$ cat config.mk
export PLATFORM = sky130hd
export DESIGN_NAME = serial_adder
export DESIGN_NICKNAME = d
export VERILOG_FILES = /design/src/rtl/serial_adder.sv
export SDC_FILE = /design/constraint.sdc
export NUM_CORES = 1
export LEC_CHECK = 0
export ABC_AREA = 1
export CAP_MARGIN = 20
export CORE_ASPECT_RATIO = 0.9
export CORE_MARGIN = 1
export CORE_UTILIZATION = 39
export DETAILED_ROUTE_END_ITERATION = 16
export SYNTH_ARGS = -nofsm -noshare
export SYNTH_HDL_FRONTEND = slang
export SYNTH_HIERARCHICAL = 1
export SYNTH_SLANG_ARGS = --single-unit
$ cat constraint.sdc
create_clock -name clk -period 1.29 [get_ports clk]
set_input_delay 0.258 -clock clk [delete_from_list [all_inputs] [get_ports clk]]
set_output_delay 0.258 -clock clk [all_outputs]
set_load 0.02 [all_outputs]
$ cat src/rtl/serial_adder.sv
// serial_adder: bit-serial WIDTH-bit adder built around one fulladder cell.
// Operands are captured on an accepted start and fed LSB-first through the
// full adder, one bit per clock, with the carry held in a flip-flop.
// The result appears on sum/cout together with a one-cycle done pulse.
// Optional feature: define SERIAL_ADDER_OVF_EN to add the registered signed
// overflow output ovf.

module fulladder (
  input  logic a,
  input  logic b,
  input  logic cin,
  output logic sum,
  output logic cout
);

  // Single-bit sum and carry
  always_comb begin
    sum  = a ^ b ^ cin;
    cout = (a & b) | (a & cin) | (b & cin);
  end

endmodule

module serial_adder #(
  parameter int WIDTH = 8
) (
  input  logic             clk,
  input  logic             rst_n,
  input  logic             start,
  input  logic [WIDTH-1:0] a,
  input  logic [WIDTH-1:0] b,
  input  logic             cin,
  output logic             busy,
  output logic             done,
  output logic [WIDTH-1:0] sum,
`ifdef SERIAL_ADDER_OVF_EN
  output logic             cout,
  output logic             ovf
`else
  output logic             cout
`endif
);

  localparam int CNT_W = $clog2(WIDTH);
  localparam logic [CNT_W-1:0] LAST_BIT = CNT_W'(WIDTH - 1);

  typedef enum logic [1:0] {
    IDLE,
    RUN,
    DONE
  } state_t;

  state_t             state_q, state_d;
  logic [WIDTH-1:0]   a_sr_q, a_sr_d;
  logic [WIDTH-1:0]   b_sr_q, b_sr_d;
  logic               carry_q, carry_d;
  logic [CNT_W-1:0]   cnt_q, cnt_d;
  logic [WIDTH-1:0]   part_q, part_d;
  logic [WIDTH-1:0]   sum_q, sum_d;
  logic               cout_q, cout_d;
  logic               busy_q, busy_d;
  logic               done_q, done_d;
`ifdef SERIAL_ADDER_OVF_EN
  logic               ovf_q, ovf_d;
`endif

  logic fa_sum;
  logic fa_cout;

  // The adder cell always sees the current LSBs and the stored carry
  fulladder u_fa (
    .a    (a_sr_q[0]),
    .b    (b_sr_q[0]),
    .cin  (carry_q),
    .sum  (fa_sum),
    .cout (fa_cout)
  );

  // Next-state and datapath: capture on start, shift one bit per RUN cycle
  always_comb begin
    state_d = state_q;
    a_sr_d  = a_sr_q;
    b_sr_d  = b_sr_q;
    carry_d = carry_q;
    cnt_d   = cnt_q;
    part_d  = part_q;
    sum_d   = sum_q;
    cout_d  = cout_q;
`ifdef SERIAL_ADDER_OVF_EN
    ovf_d   = ovf_q;
`endif

    case (state_q)
      IDLE, DONE: begin
        if (start) begin
          a_sr_d  = a;
          b_sr_d  = b;
          carry_d = cin;
          cnt_d   = '0;
          part_d  = '0;
          state_d = RUN;
        end else begin
          state_d = IDLE;
        end
      end

      RUN: begin
        part_d  = {fa_sum, part_q[WIDTH-1:1]};
        carry_d = fa_cout;
        a_sr_d  = {1'b0, a_sr_q[WIDTH-1:1]};
        b_sr_d  = {1'b0, b_sr_q[WIDTH-1:1]};
        cnt_d   = cnt_q + CNT_W'(1);
        if (cnt_q == LAST_BIT) begin
          sum_d   = {fa_sum, part_q[WIDTH-1:1]};
          cout_d  = fa_cout;
`ifdef SERIAL_ADDER_OVF_EN
          // Carry into the MSB differs from carry out of it on overflow
          ovf_d   = carry_q ^ fa_cout;
`endif
          cnt_d   = '0;
          state_d = DONE;
        end
      end

      default: state_d = IDLE;
    endcase

    busy_d = (state_d == RUN);
    done_d = (state_d == DONE);
  end

  // State and all registered outputs; reset aborts any add in progress
  always_ff @(posedge clk or negedge rst_n) begin
    if (!rst_n) begin
      state_q <= IDLE;
      a_sr_q  <= '0;
      b_sr_q  <= '0;
      carry_q <= 1'b0;
      cnt_q   <= '0;
      part_q  <= '0;
      sum_q   <= '0;
      cout_q  <= 1'b0;
      busy_q  <= 1'b0;
      done_q  <= 1'b0;
`ifdef SERIAL_ADDER_OVF_EN
      ovf_q   <= 1'b0;
`endif
    end else begin
      state_q <= state_d;
      a_sr_q  <= a_sr_d;
      b_sr_q  <= b_sr_d;
      carry_q <= carry_d;
      cnt_q   <= cnt_d;
      part_q  <= part_d;
      sum_q   <= sum_d;
      cout_q  <= cout_d;
      busy_q  <= busy_d;
      done_q  <= done_d;
`ifdef SERIAL_ADDER_OVF_EN
      ovf_q   <= ovf_d;
`endif
    end
  end

  assign busy = busy_q;
  assign done = done_q;
  assign sum  = sum_q;
  assign cout = cout_q;
`ifdef SERIAL_ADDER_OVF_EN
  assign ovf  = ovf_q;
`endif

endmodule
==> run metrics <==
CP required approximately 1.0 ns; clk_skew about 0.0051 ns; largest net degree at the start of global routing between 40 and 50; VDD IR max about 1.2 mV; f_max between 800 and 900 MHz; IO Port Bufs 30; share of cells above drive strength 1 0.153; postcts setup bufs 0; Startpoint Class register; antenna violations before repair 0; Total GRT Usage 0.174; Ys Warns 6; maximum fanout along the worst path 2; Worst-Margin Slew between 0.2 and 0.25 ns; CORE AREA around 4600 um^2; Vias between 1000 and 1500; number of antenna diodes 0; Post-Layout Cell Count 330; CP delay by family, top flip-flops; worst hold margin between 0.4 and 0.5 ns; detailed-placement wirelength estimate 2600 um; worst stage delay on the critical path 0.38 ns; Clock transition at path regs 0.08 ns; clk sinks 40; critical path's slowest cell dfrtp_1; Yosys reg bits 40; H-tree levels 2; Vias/cell around 4.4; Max Cap Violations 0; site row count 23; most common cell after layout, fill and taps aside nand2_1; RePlAce Congestion 0.729; iteration count of the initial detailed-routing pass 4; CP arrival 0.99 ns; global route overflow 0; Initial Util 0.417; Max Slew Vio Count 0; CP Cell Sequence dlygate4sd2_1; worst hold path class in -> async; number of global-route vias before repair roughly 1500; status completed; Clock Latency Late Sink a little under 0.3 ns; Yosys cell types 18; first-pass GRT wire length 6860 um; clk root buf clkbuf_8; Pwr Density roughly 2500 nW/um^2; number of DRC markers in iteration 0 between 90 and 100; min Tclk post-route 1.25 ns; TritonCTS clock tree yes; commonest cells after routing, fill and taps aside nand2_1 (74), dfrtp_1 (40), inv_1 (39), nand3_1 (30), clkdlybuf4s50_1 (18); setup tns final 0 ns; total power ~6200 uW; Leak Pwr about 0.0013 uW; nets@finish 290; CP Class reg -> out; Fillers ~450; Tcrit/Tclk final 0.967; Seq/Total Area, Yosys 0.521; Buffers & Inverters on Critical Path 1; final hold vios 0; final WL roughly 3800 um; die height around 70 um; max_slew headroom 0.837; Num CTS Buffers 5; Avg WL per Cell 11.5 um; placed cells roughly 320; count of final setup violators 0; Die W 76.0 um; DR DRC count 0; P&R area growth vs syn 30.1%; Worst setup EP type primary output; Longest Clk Path Bufs 2; Post-Syn Area roughly 1900 um^2; syn nets 247; synthesized instance count 224; Routed Antenna Nets 0; setup ws final approximately 0.043 ns; Place WS -0.0337 ns; Ports 31; Mapped Avg Cell Area roughly 8.6 um^2; DIE AREA 5210 um^2
==> repair_timing <==
item / in CTS / in global routing
setup endpoints to repair: 11 / 18
resized for setup: 11 / 9
gates cloned: 0 / 0
hold endpoints to repair: 40 / 0
hold buffers: 1 / 0
==> metal layers <==
layer / vias to the layer above / GRT usage / routed length [um]
met5: - / 0 / 0
li1: 764 / - / -
met4: 0 / 0.0697 / 42
met1: 657 / 0.228 / 1940
met2: 28 / 0.276 / 1610
met3: 4 / 0.0513 / 182
==> sequential cells by signal, summed over array words and instances, names as in the netlist <==
signal	count
done	1
a_sr_q	8
part_q	7
cnt_q	3
b_sr_q	8
carry_q	1
cout	1
state_q	2
busy	1
sum	8
==> worst paths after layout <==
path / start / endpoint / slack, ns / depth (start not counted)
min reg2reg: sum[6]$_DFFE_PN0P_ / sum[6]$_DFFE_PN0P_ / 0.48 / 2
max reg2reg: cnt_q[0]$_DFFE_PN0P_ / sum[0]$_DFFE_PN0P_ / 0.06 / 6
min: rst_n / cout$_DFFE_PN0P_ / 0.47 / 3
max in group asynchronous: rst_n / b_sr_q[5]$_DFFE_PN0P_ / 0.63 / 3
max: sum[0]$_DFFE_PN0P_ / sum[0] / 0.04 / 1
min in group clk: sum[6]$_DFFE_PN0P_ / sum[6]$_DFFE_PN0P_ / 0.48 / 2
==> power by group <==
group	switching, uW	internal, uW
registers	315	1850
clock network	443	574
logic	1720	1310
total	2480	3730
==> synthesized netlist by cell type (all sizes together) <==
library cell | n | area (um^2)
buf | 9 | 78.8
dfrtp | 40 | 1000
fa | 1 | 20.0
ha | 2 | 25.0
inv | 43 | 166
nand2 | 78 | 340
nand3 | 30 | 150
nor2 | 2 | 15.0
o21ai | 19 | 125
==> per-stage QoR <==
step	cell area [um^2]	utilization
after floorplan	1920	-
after global placement	2380	0.518
after detailed placement	2380	0.518
after CTS	2490	0.540
after global routing	2500	0.543
final	2500	0.543
==> cell type report <==
type	instances	area (um^2)	share of cell area
Clock inverter	2	35.0	0.0140
Multi-Input combinational cell	132	681	0.272
Inverter	43	166	0.0666
Clock buffer	6	72.6	0.0290
Timing Repair Buffer	45	467	0.187
Sequential cell	40	1000	0.400
Tap cell	62	77.6	0.0310
==> cells by family (layout without fill, tap and decap cells) <==
family,after synthesis,after routing,synth area share
adder cells (fa/ha/maj),3,3,0.0234
AND/OR/NAND/NOR,110,110,0.263
flip-flops,40,40,0.521
AO/OA/AOI/OAI,19,19,0.0651
buffers and inverters,52,96,0.128
==> worst reg2reg max path: cells and delay by family, from the launching register on <==
family                     cells  cell delay (ns)
adders and majority gates      2             0.40
DFF                            1             0.38
and+or+nand+nor                2             0.15
buffers and inverters          1             0.15
AOI/OAI and AO/OA              1             0.05
Power figures use the tool's default switching activity.
